$ cat src/rtl/leb128_decoder.sv
// Purpose: byte-serial ULEB128/SLEB128 immediate decoder (32/64-bit targets, width-checked).
// Latency: k+1 cycles from start to out_valid for a k-byte encoding; width trap reports 1 cycle after start.
// Backpressure: in_ready only in ACCUM (one byte/cycle); DONE holds all outputs until out_ready.
//
// Ports:
//   clk, reset            clock; asynchronous active-low reset
//   start/is_signed/wide  decode request and its mode, sampled only in IDLE
//   in_valid/in_ready/in_data    encoded byte stream (bit 7 = continuation)
//   out_valid/out_ready   result handshake; value/length/error valid with out_valid
//   busy                  decoder is not IDLE
module leb128_decoder #(
    parameter int MAX_BITS = 64
) (
    input  logic        clk,
    input  logic        reset,
    input  logic        start,
    input  logic        is_signed,
    input  logic        wide,
    input  logic        in_valid,
    input  logic [7:0]  in_data,
    output logic        in_ready,
    output logic        out_valid,
    input  logic        out_ready,
    output logic [63:0] value,
    output logic [3:0]  length,
    output logic        error,
    output logic        busy
);

    typedef enum logic [1:0] {IDLE, ACCUM, DONE} state_t;

    localparam bit WIDE_OK = (MAX_BITS == 64);

    state_t      state;
    logic        sgn_q;
    logic        wide_q;
    logic [63:0] acc;
    logic [3:0]  count;

    logic [6:0]  payload;
    logic [6:0]  shamt;
    logic [6:0]  shamt_next;
    logic [63:0] acc_next;
    logic [63:0] fill;
    logic [63:0] wmask;
    logic [63:0] result;
    logic [3:0]  limit;
    logic        last_byte;
    logic        legal_bits;
    logic        legal;

    always_comb begin
        payload    = in_data[6:0];
        shamt      = {3'd0, count} * 7'd7;
        shamt_next = shamt + 7'd7;
        // Bits shifted past bit 63 fall off; only the final byte can reach them
        // and its legality check already constrains those bits.
        acc_next   = acc | ({57'd0, payload} << shamt);
        limit      = wide_q ? 4'd10 : 4'd5;
        last_byte  = (count + 4'd1) == limit;

        // Final byte must keep the value inside the target range: for unsigned
        // the bits above the width are zero, for signed they replicate the sign.
        case ({wide_q, sgn_q})
            2'b00:   legal_bits = (payload[6:4] == 3'b000);
            2'b01:   legal_bits = (payload[6:4] == {3{payload[3]}});
            2'b10:   legal_bits = (payload[6:1] == 6'b000000);
            default: legal_bits = (payload[6:1] == {6{payload[0]}});
        endcase
        legal = ~in_data[7] & legal_bits;

        // Sign fill starts just above the last payload bit; the width mask
        // drops anything past bit 31 for 32-bit targets.
        fill   = (shamt_next < 7'd64) ? (~64'd0 << shamt_next) : 64'd0;
        wmask  = wide_q ? ~64'd0 : 64'h0000_0000_FFFF_FFFF;
        result = (acc_next | ((sgn_q && payload[6]) ? fill : 64'd0)) & wmask;
    end

    always_ff @(posedge clk or negedge reset) begin
        if (!reset) begin
            state     <= IDLE;
            sgn_q     <= 1'b0;
            wide_q    <= 1'b0;
            acc       <= 64'd0;
            count     <= 4'd0;
            in_ready  <= 1'b0;
            out_valid <= 1'b0;
            value     <= 64'd0;
            length    <= 4'd0;
            error     <= 1'b0;
            busy      <= 1'b0;
        end else begin
            case (state)
                IDLE: begin
                    if (start) begin
                        sgn_q  <= is_signed;
                        wide_q <= wide;
                        acc    <= 64'd0;
                        count  <= 4'd0;
                        busy   <= 1'b1;
                        if (wide && !WIDE_OK) begin
                            state     <= DONE;
                            out_valid <= 1'b1;
                            error     <= 1'b1;
                            length    <= 4'd0;
                            value     <= 64'd0;
                        end else begin
                            state    <= ACCUM;
                            in_ready <= 1'b1;
                        end
                    end
                end
                ACCUM: begin
                    if (in_valid) begin
                        if (last_byte && !legal) begin
                            state     <= DONE;
                            in_ready  <= 1'b0;
                            out_valid <= 1'b1;
                            error     <= 1'b1;
                            value     <= 64'd0;
                            length    <= count + 4'd1;
                        end else if (!in_data[7]) begin
                            state     <= DONE;
                            in_ready  <= 1'b0;
                            out_valid <= 1'b1;
                            error     <= 1'b0;
                            value     <= result;
                            length    <= count + 4'd1;
                        end else begin
                            acc   <= acc_next;
                            count <= count + 4'd1;
                        end
                    end
                end
                DONE: begin
                    if (out_ready) begin
                        state     <= IDLE;
                        out_valid <= 1'b0;
                        busy      <= 1'b0;
                        value     <= 64'd0;
                        length    <= 4'd0;
                        error     <= 1'b0;
                    end
                end
                default: state <= IDLE;
            endcase
        end
    end

endmodule

$ cat config.mk
export PLATFORM = sky130hd
export DESIGN_NAME = leb128_decoder
export DESIGN_NICKNAME = d
export VERILOG_FILES = /design/src/rtl/leb128_decoder.sv
export SDC_FILE = /design/constraint.sdc
export NUM_CORES = 1
export LEC_CHECK = 0
export BUFFER_PORTS_ARGS = -buffer_cell sky130_fd_sc_hd__clkbuf_2
export CAP_MARGIN = 25
export CORE_ASPECT_RATIO = 1.25
export CORE_MARGIN = 10
export CORE_UTILIZATION = 58
export DETAILED_ROUTE_END_ITERATION = 8
export PLACE_DENSITY = 0.8
export RECOVER_POWER = 25
export SLEW_MARGIN = 40
export SYNTH_ARGS = -nofsm -noshare
export SYNTH_HDL_FRONTEND = slang
export SYNTH_SLANG_ARGS = --single-unit
export TNS_END_PERCENT = 100
$ cat constraint.sdc
create_clock -name clk -period 4.6 [get_ports clk]
set_input_delay 0.23 -clock clk [delete_from_list [all_inputs] [get_ports clk]]
set_output_delay 0.23 -clock clk [all_outputs]
set_load 0.03 [all_outputs]
==> out/qor.yml <==
grt.total_usage: 0.239
mostFrequentLayoutCell: "dfrtp_1"
yosysSeqAreaShare: 0.518
worstPathArrival_ns: 4.41
cts_buffer_depth: 2
p_sw_frac: 0.443
async_flop_share: 1.00
grt_pass1_vias: 6131
syn_area_um2: 6960
cts_tree: "built"
start_util: 0.596
dp_hpwl_mm: 13.2
fin_skew_ns: 0.00876
finalSetupViolations: 0
totalPowerFinal_mw: 5.72
rows: 44
drc: 0
synthFlopType: "dfrtp_1"
p_leak_nw: 3.87
ios: 87
portBuffers: 86
areaGrowthSynthToFinish_pct: 16.5
power_density_nw_per_um2: 706
drive_gt1_frac: 0.170
cts.sinks: 144
slew-limit-headroom: -0.415
cts_max_level: 4
ys_ff_latch: 144
cts_hold_buf: 1
cts-root-buf: "clkbuf_16"
num_vias: 6279
clkTransAtPathRegs_ns: 0.06
drtPass1Iterations: 8
p_int_mw: 3.19
globalplace.congestion: 0.958
final_cell_mix: "144 x dfrtp_1, 110 x a21oi_1, 83 x clkbuf_2"
wl_per_cell_um: 20.9
dieArea_um2: 16800
seqPwrFrac: 0.316
tightest_slew_ns: 2.12
grt_overflow_total: 0
hp-class: "in2reg"
rsz0062_at_grt: "false"
core-area_um2: 11700
antenna_found_initial: 0
crit_required_ns: 4.91
syn_nets: 771
diodes: 0
die_y_um: 142
cts_buffers: 17
postSynthAreaPerCell_um2: 9.46
path_class: "reg2reg"
die_w_um: 118
via_per_inst: 6.46
dp_worst_setup_slack_ns: 0.648
pwr-share-comb: 0.428
cts_resized: 0
setup_slack_ns: 0.509
slew_viol_final: 88
postRouteWirelength_mm: 20.3
ir_worst_vdd_uv: 358
post_cts_buffers: 0
synth_edf_count: 0
final_antenna_net_count: 0
setup_tns_ns: 0
clk_latency_ns: 0.43
pwr-share-clk: 0.256
end_kind: "flip-flop"
drt_iter0_drc: 783
crit_path_start_kind: "flip-flop"
min_period_ns: 4.09
clock.fmax_mhz: 244
ys_types: 46
status: "complete, but fails checks"
violations: "max-capacitance violations, max-slew violations"
grt_max_degree: 88
hold_viol: 0
nNetsFinal: 833
yosysWarnings: 0
fin_crit_sh: 0.889
cap_viol_max_count: 1
p_sw_mw: 2.54
synthCells: 736
critPathMaxFanout: 18
grt_pass1_wl_mm: 32.2
[cell usage after synthesis, types with 2 or more instances]
| library cell | number | area [um^2] |
|---|---|---|
| dfrtp_1 | 144 | 3600 |
| a21oi_1 | 110 | 551 |
| nand2_1 | 82 | 308 |
| o21ai_0 | 72 | 360 |
| nor2_1 | 54 | 203 |
| a22o_1 | 46 | 403 |
| clkbuf_1 | 37 | 139 |
| nand3_1 | 24 | 120 |
| ha_1 | 18 | 225 |
| nor3_1 | 16 | 80.1 |
| inv_1 | 14 | 52.6 |
| o31ai_1 | 14 | 105 |
| a221oi_1 | 12 | 105 |
| and2_1 | 7 | 43.8 |
| buf_1 | 7 | 26.3 |
| and3_1 | 6 | 37.5 |
| buf_2 | 6 | 30.0 |
| buf_6 | 6 | 67.6 |
| a32o_1 | 5 | 50.1 |
| nand2b_1 | 5 | 31.3 |
| nor2b_1 | 5 | 31.3 |
| xnor2_1 | 4 | 35.0 |
| a21o_1 | 3 | 22.5 |
| a31oi_1 | 3 | 18.8 |
| o21a_1 | 3 | 22.5 |
| or3_1 | 3 | 18.8 |
| xor2_1 | 3 | 26.3 |
| a211o_1 | 2 | 17.5 |
| a21boi_0 | 2 | 15.0 |
| a41oi_1 | 2 | 17.5 |
| and3b_1 | 2 | 17.5 |
| fa_1 | 2 | 40.0 |
| mux2i_1 | 2 | 20.0 |
| nand4_1 | 2 | 12.5 |
| nor4_1 | 2 | 12.5 |
[kinds of logic (layout without fill, tap and decap cells)]
family | count (synthesis) | count (layout) | share of synthesized area
AO/OA/AOI/OAI | 281 | 281 | 0.251
AND/OR/NAND/NOR | 211 | 211 | 0.135
flip-flops | 144 | 144 | 0.518
buffers and inverters | 71 | 146 | 0.0464
adder cells (fa/ha/maj) | 20 | 20 | 0.0381
XOR/XNOR | 7 | 7 | 0.00881
multiplexers | 2 | 2 | 0.00288
[state kept, by name (all words and copies together), names as in the netlist]
signal / cells
sgn_q: 1
count: 4
busy: 1
length: 4
error: 1
acc: 64
in_ready: 1
value: 64
state: 2
out_valid: 1
wide_q: 1
[metal layers]
layer	wire length (um)	global-route usage
met4	841	0.0997
met5	0	0
met3	1930	0.0715
met2	9860	0.399
met1	7700	0.283
[worst max-delay path, cell delays in order (launching register included)]
cell,delay [ns]
dfrtp_1,0.70
inv_1,0.24
fa_1,0.53
inv_1,0.04
ha_1,0.27
ha_1,0.35
and3_1,0.20
a221oi_1,0.37
mux2i_2,0.32
nand2b_1,0.55
o21ai_0,0.18
a22o_1,0.22
[power groups by stage]
| stage | clock [mW] | combinational [mW] | sequential, mW |
|---|---|---|---|
| after floorplan | 0 | 1.19 | 2.23 |
| after global placement | 0 | 2.34 | 1.80 |
| after detailed placement | 0 | 2.39 | 1.82 |
| after CTS | 1.47 | 2.40 | 1.80 |
| after global routing | 1.53 | 2.62 | 1.85 |
| final | 1.46 | 2.45 | 1.81 |
[final timing paths]
kind	start	to	slack, ns	depth (start not counted)
worst max-delay path	count[3]	value[14]	0.51	11
worst min-delay path	wide	wide_q	0.01	3
worst max register to register	count[3]	value[14]	0.51	11
worst min register to register	out_valid	out_valid	0.47	2
max in group asynchronous	reset	acc[51]	1.95	3
min in group asynchronous	reset	length[3]	0.95	2
[area by class of cell]
| type | count | area, um^2 |
|---|---|---|
| inverter | 14 | 52.6 |
| clock inverter | 10 | 149 |
| fill | 880 | 3570 |
| sequential | 144 | 3600 |
| multi-input combinational | 521 | 3070 |
| clock buffer | 22 | 484 |
| timing repair buffer | 100 | 542 |
| tap | 161 | 201 |
[per-stage QoR]
| step | util | cells | hold WS, ns | instance area [um^2] |
|---|---|---|---|---|
| 2_1_floorplan | - | 736 | -0.0656 | 6960 |
| 3_3_place_gp | 0.637 | 938 | 0.329 | 7430 |
| 3_5_place_dp | 0.638 | 938 | 0.330 | 7450 |
| 4_1_cts | 0.693 | 971 | 0.00895 | 8090 |
| 5_1_grt | 0.694 | 972 | 0.0408 | 8100 |
| 6_report | 0.694 | 972 | 0.0144 | 8100 |
(Power assumes the default switching activity.)
